File: src/rtl/alu_sequencer.sv
// Control-side sequencer for an external combinational ALU.
// It decodes handshaked instructions, drives the ALU operands, captures the result, and writes it back to a small register file.
module alu_sequencer #(
  parameter int DATA_W = 8,
  parameter int NREG   = 4
) (
  input  logic              clk,
  input  logic              rst,
  input  logic [15:0]       instr,
  input  logic              instr_valid,
  output logic              instr_ready,
  output logic [DATA_W-1:0] alu_a,
  output logic [DATA_W-1:0] alu_b,
  output logic [1:0]        alu_fs,
  input  logic [DATA_W-1:0] alu_c,
  input  logic [7:0]        alu_flag,
  output logic              done,
  output logic [DATA_W-1:0] rd_data,
  output logic [7:0]        flags
);

  typedef enum logic [1:0] {
    S_IDLE,
    S_EXEC,
    S_CAPT,
    S_RETIRE
  } state_t;

  localparam logic [1:0] K_ALU_RR = 2'b00;
  localparam logic [1:0] K_LOADI  = 2'b01;
  localparam logic [1:0] K_ALU_RI = 2'b10;
  localparam logic [1:0] K_READ   = 2'b11;
  localparam logic [1:0] FS_CMP   = 2'b01;

  state_t            r_state;
  state_t            w_next;
  logic [DATA_W-1:0] r_regs [NREG];
  logic [1:0]        r_kind;
  logic [1:0]        r_rd;
  logic [DATA_W-1:0] r_imm;
  logic [DATA_W-1:0] r_c;
  logic [7:0]        r_flag;

  logic              w_accept;
  logic [1:0]        w_kind;
  logic [1:0]        w_fs;
  logic [1:0]        w_rd;
  logic [1:0]        w_rs;
  logic [1:0]        w_rt;
  logic [7:0]        w_imm;

  assign w_kind   = instr[15:14];
  assign w_fs     = instr[13:12];
  assign w_rd     = instr[11:10];
  assign w_rs     = instr[9:8];
  assign w_rt     = instr[1:0];
  assign w_imm    = instr[7:0];
  assign w_accept = instr_valid && (r_state == S_IDLE);

  always_ff @(posedge clk) begin
    if (rst) r_state <= S_IDLE;
    else     r_state <= w_next;
  end

  always_comb begin
    w_next      = r_state;
    instr_ready = 1'b0;
    done        = 1'b0;
    case (r_state)
      S_IDLE: begin
        instr_ready = 1'b1;
        if (w_accept) w_next = w_kind[0] ? S_RETIRE : S_EXEC;
      end
      S_EXEC:   w_next = S_CAPT;
      S_CAPT:   w_next = S_RETIRE;
      S_RETIRE: begin
        done   = 1'b1;
        w_next = S_IDLE;
      end
      default:  w_next = S_IDLE;
    endcase
  end

  // Operands are read at accept time, so a RETIRE write never races a same-register read.
  always_ff @(posedge clk) begin
    if (rst) begin
      for (int i = 0; i < NREG; i++) r_regs[i] <= '0;
      alu_a   <= '0;
      alu_b   <= '0;
      alu_fs  <= '0;
      rd_data <= '0;
      flags   <= '0;
      r_kind  <= '0;
      r_rd    <= '0;
      r_imm   <= '0;
      r_c     <= '0;
      r_flag  <= '0;
    end else begin
      if (w_accept) begin
        r_kind <= w_kind;
        r_rd   <= w_rd;
        r_imm  <= DATA_W'(w_imm);
        if (!w_kind[0]) begin
          alu_a  <= r_regs[w_rs];
          alu_b  <= (w_kind == K_ALU_RR) ? r_regs[w_rt] : DATA_W'(w_imm);
          alu_fs <= w_fs;
        end
        if (w_kind == K_READ) rd_data <= r_regs[w_rs];
      end
      if (r_state == S_CAPT) begin
        r_c    <= alu_c;
        r_flag <= alu_flag;
      end
      // CMP only updates flags; its ALU result is meaningless and must not reach the register file.
      if (r_state == S_RETIRE) begin
        case (r_kind)
          K_ALU_RR, K_ALU_RI: begin
            flags <= r_flag;
            if (alu_fs != FS_CMP) r_regs[r_rd] <= r_c;
          end
          K_LOADI: r_regs[r_rd] <= r_imm;
          default: ;
        endcase
      end
    end
  end

endmodule

File: config.mk
export PLATFORM = sky130hd
export DESIGN_NAME = alu_sequencer
export DESIGN_NICKNAME = d
export VERILOG_FILES = /design/src/rtl/alu_sequencer.sv
export SDC_FILE = /design/constraint.sdc
export NUM_CORES = 1
export LEC_CHECK = 0
export CORE_MARGIN = 5
export CORE_UTILIZATION = 58
export CTS_CLUSTER_DIAMETER = 150
export DETAILED_ROUTE_END_ITERATION = 10
export DONT_BUFFER_PORTS = 1
export HOLD_SLACK_MARGIN = 0.03
export PLACE_DENSITY = 0.85
export SETUP_SLACK_MARGIN = 0.4
export SLEW_MARGIN = 0
export SYNTH_ARGS = -nofsm -noshare
export SYNTH_HDL_FRONTEND = slang
export SYNTH_SLANG_ARGS = --single-unit
File: constraint.sdc
create_clock -name clk -period 2.11 [get_ports clk]
set_input_delay 0.422 -clock clk [delete_from_list [all_inputs] [get_ports clk]]
set_output_delay 0.422 -clock clk [all_outputs]
set_load 0.05 [all_outputs]
# == Word level (Yosys, flattened, before mapping) ==
# Memories as Yosys holds them, arrays and structs flattened.
# Cells that the tools add are included.
# op_classes
eq_ne,8
mux,21
bitwise,2
reduce_logical,9
# ops
op,count
$mux 8,3
$mux 1,14
$eq 2x2->1 const B,4
$pmux 2 s4,1
$reduce_or 8->1,1
$logic_not 2->1,3
$mux 2,3
$reduce_and 2->1,3
$eq 2x1->1 const B,2
$ne 2x1->1 const B,1
$ne 2x2->1 const B,1
$reduce_or 2->1,1
$logic_and 1x1->1,1
$not 1->1,1
$or 1x1->1,1
# totals
ff_bits,64
ram_bits,32
input_bits,35
out_inout_bits,36
word_cells,52
memories,1
# mem_list
memory,depth,width,read_ports,rd_ports_with_merged_regs,wr,line,source
r_regs,4,8,2,0,4,37,logic [DATA_W-1:0] r_regs [NREG];

# == Logic depth before layout (Yosys ltp) ==
# logic_depth
word_depth,9
depth_mapped,7
depth_no_buf,5

# == Least setup slack after synthesis ==
# OpenSTA, ideal clock, no wires.
# synth_timing
path_type,reg-to-reg
start,reg r_state[1]
end,"mem r_regs[0][0], enable pin"
setup_time_ps,375
t_arrival_ps,1940
required_time_ps,1735
path_slack_ps,-205
stages_incl_launch_ff,6
n_path_buf,1
cell_sequence,dfxtp_1 ha_1 and2b_1 nand4b_2 buf_6 o21bai_1
# synth_lines
element,line,source
"start, declared",35,state_t r_state;
"start signal, assigned",62,else r_state <= w_next;
"end, declared",37,

# == Worst setup path after layout ==
# layout_timing
start,reg r_state[0]
end,out instr_ready
# layout_between
elab_chain_len,2
# layout_lines
element,line,source
$logic_not 2->1,69,case (r_state)
$mux 1,69,
"end, declared",11,"output logic instr_ready,"
# No other way between the ends.

==> reports/results.txt <==
CTS tree - built
Switching power - 1.50 mW
PD cells - 1020 nW/um^2
ANT nets after route - 0
Max-slew violations - 0
Clock skew - 0.0120 ns
Number of max-cap violations - 0
Setup crit end kind - output port
Post-synthesis sequential area ratio - 0.554
F_max - 605 MHz
FILL cells - 473
Initial DRC Count - 279
Row count - 30
RSZ-0062 raised after global routing - no
Peak supply drop - 0.000642 V
Buffers and inverters on the worst path - 2
Internal power - 3.10 mW
Placed cells - 409
Global-route wire length before repair - 14200 um
Fin cells - 433
Slowest stage delay, CP - 0.35 ns
Worst-path cell chain - inv_1, ha_2, buf_4
Vias per cell - 6.09
Clock transition at path regs - 0.09 ns
Synth Cell Area - 4050 um^2
Gate power share - 0.208
Worst endpoint required time - 1.69 ns
P&R area growth vs syn - 11.8%
Commonest non-fill, non-tap cell in the layout - dfxtp_1
Number of buffers created by CTS - 9
Final hold violation count - 0
Die width - 93.5 um
Final #Nets - 370
Clock Latency Late Sink - 0.37 ns
Final setup viols - 0
CP startpoint kind - flip-flop
DRC Markers - 0
CP top delay family - flip-flops
Die ar. - 8740 um^2
Seq pwr share - 0.529
Power Total - 4.60 mW
TritonRoute pass-1 iters - 5
Syn Nets - 367
Area contributors post-synth - dfxtp_1, edfxtp_1, mux2i_1, mux4_2, a22o_1
Initial core utilization - 0.595
Crit path DAT - 1.23 ns
Final Cycle Share - 0.784
Sw Share - 0.326
Clock sink total - 96
PortBufs - 0
Setup TNS - 0 ns
Syn Inst Count - 329
Syn avg cell area - 12.3 um^2
Power share of the clock group - 0.263
Leak - 1.62 nW
Slew headroom - 0.637
Critical-path top delay cell - dfxtp_2
N_diodes - 0
Worst-margin pin slew - 0.544 ns
Overall Global Routing Usage - 0.211
Hpwl dp - 6220 um
Final wirelength - 8720 um
Worst Hold Class - in -> reg
Total grt overflow - 0
Synth top area share - 0.317
Cts hold-fix bufs - 0
Largest net degree at the start of global routing - 49
Outcome - complete, no violations
Post-DR wirelength/cell - 20.1 um
Setup CP Type - reg -> out
Synth warnings - 0
Final GP Congestion - 0.833
Commonest non-fill, non-tap cells in the layout - dfxtp_1, nor2_1, mux2i_1
Clock tree buffer depth - 2
CTS root buf - clkbuf_8
Die height - 93.5 um
Core Area - 6790 um^2
Via count of the first global-routing pass - 2694
Vias - 2637
Minimum clock period after layout - 1.65 ns
Antenna violations before repair - 0
# H-tree levels - 3
Area leader, netlist - dfxtp_1
Max FO, Critical Path - 5
# IOs - 71
Synth unique cells - 38
Share of cells above drive strength 1 - 0.231
Synthesis-stage register bit count - 96
==> final timing paths <==
kind              startpoint           end  slack [ns]  cells after the start
hold / removal           rst    r_state[0]        0.11                      1
setup reg to reg  r_state[1]  r_regs[1][6]        0.49                      5
hold reg to reg     r_imm[5]      r_imm[5]        0.47                      2
setup / recovery  r_state[0]   instr_ready        0.46                      3
==> stage by stage <==
step	hold WS [ns]	utilization	setup slack (ns)	cell area, um^2
6_report	0.115	0.666	0.456	4520
5_1_grt	0.0958	0.666	0.400	4520
3_5_place_dp	0.442	0.608	0.283	4130
4_1_cts	0.108	0.655	0.336	4450
2_1_floorplan	0.436	-	0.364	4100
3_3_place_gp	0.436	0.608	0.355	4130
==> layout make-up <==
class	instances	area, um^2	share of cell area
multi-input cells	206	1780	0.393
repair buffers	15	150	0.0332
well taps	96	120	0.0266
clock buffers	11	174	0.0385
clock inverters	5	35.0	0.00775
flip-flops and latches	96	2250	0.497
inverters	4	15.0	0.00332
==> kinds of logic after synthesis <==
logic type,share of synthesized area
buffers and inverters,0.0402
multiplexers,0.185
flip-flops,0.554
AO/OA/AOI/OAI,0.0971
adder cells (fa/ha/maj),0.00928
AND/OR/NAND/NOR,0.114
==> worst register-to-register path: stages, from the launching register on <==
cell and delay [ns]:
dfxtp_2 0.38, ha_4 0.15, and4bb_4 0.24, buf_12 0.15
mux2i_2 0.35, nor3_1 0.11
==> flip-flops by register name, summed over array words and instances (netlist names) <==
signal	flops
r_rd	2
r_state	2
alu_b	8
r_regs	32
r_imm	8
alu_a	8
r_kind	2
flags	8
r_c	8
r_flag	8
alu_fs	2
rd_data	8
==> layer usage <==
| layer | up-vias | global-route usage | share of wire |
|---|---|---|---|
| met5 | - | 0 | 0.0014 |
| met3 | 15 | 0.0813 | 0.095 |
| met1 | 1267 | 0.243 | 0.39 |
| met2 | 127 | 0.363 | 0.50 |
| met4 | 2 | 0.0586 | 0.015 |
| li1 | 1226 | - | - |
==> repair_timing <==
| item | 4_1_cts | 5_1_grt |
|---|---|---|
| pin swaps | 2 | 1 |
| setup endpoints to repair | 69 | 69 |
| gates resized for setup | 8 | 10 |
| buffers inserted | 7 | 1 |
==> cells in the mapped netlist (all sizes together) <==
cell	count
a211oi	2
a21o	2
a21oi	12
a22o	18
a31oi	1
a32o	2
and2	1
and2b	1
and4bb	1
buf	16
clkbuf	7
clkinv	1
dfxtp	64
edfxtp	32
ha	3
inv	3
mux2	2
mux2i	41
mux4	14
nand2	25
nand2b	1
nand3	3
nand4	1
nand4b	1
nor2	36
nor3	26
o21a	1
o21bai	4
o2bb2ai	6
or3	1
or3b	1
==> power groups by stage <==
stage	sequential [mW]	clock (mW)	combinational (mW)
floorplan	2.41	0	0.772
global placement	2.43	0	0.846
detailed placement	2.45	0	0.876
CTS	2.41	1.23	0.930
global route	2.46	1.31	1.04
finish	2.43	1.21	0.957
No activity file was read; power rests on OpenSTA's default activity.
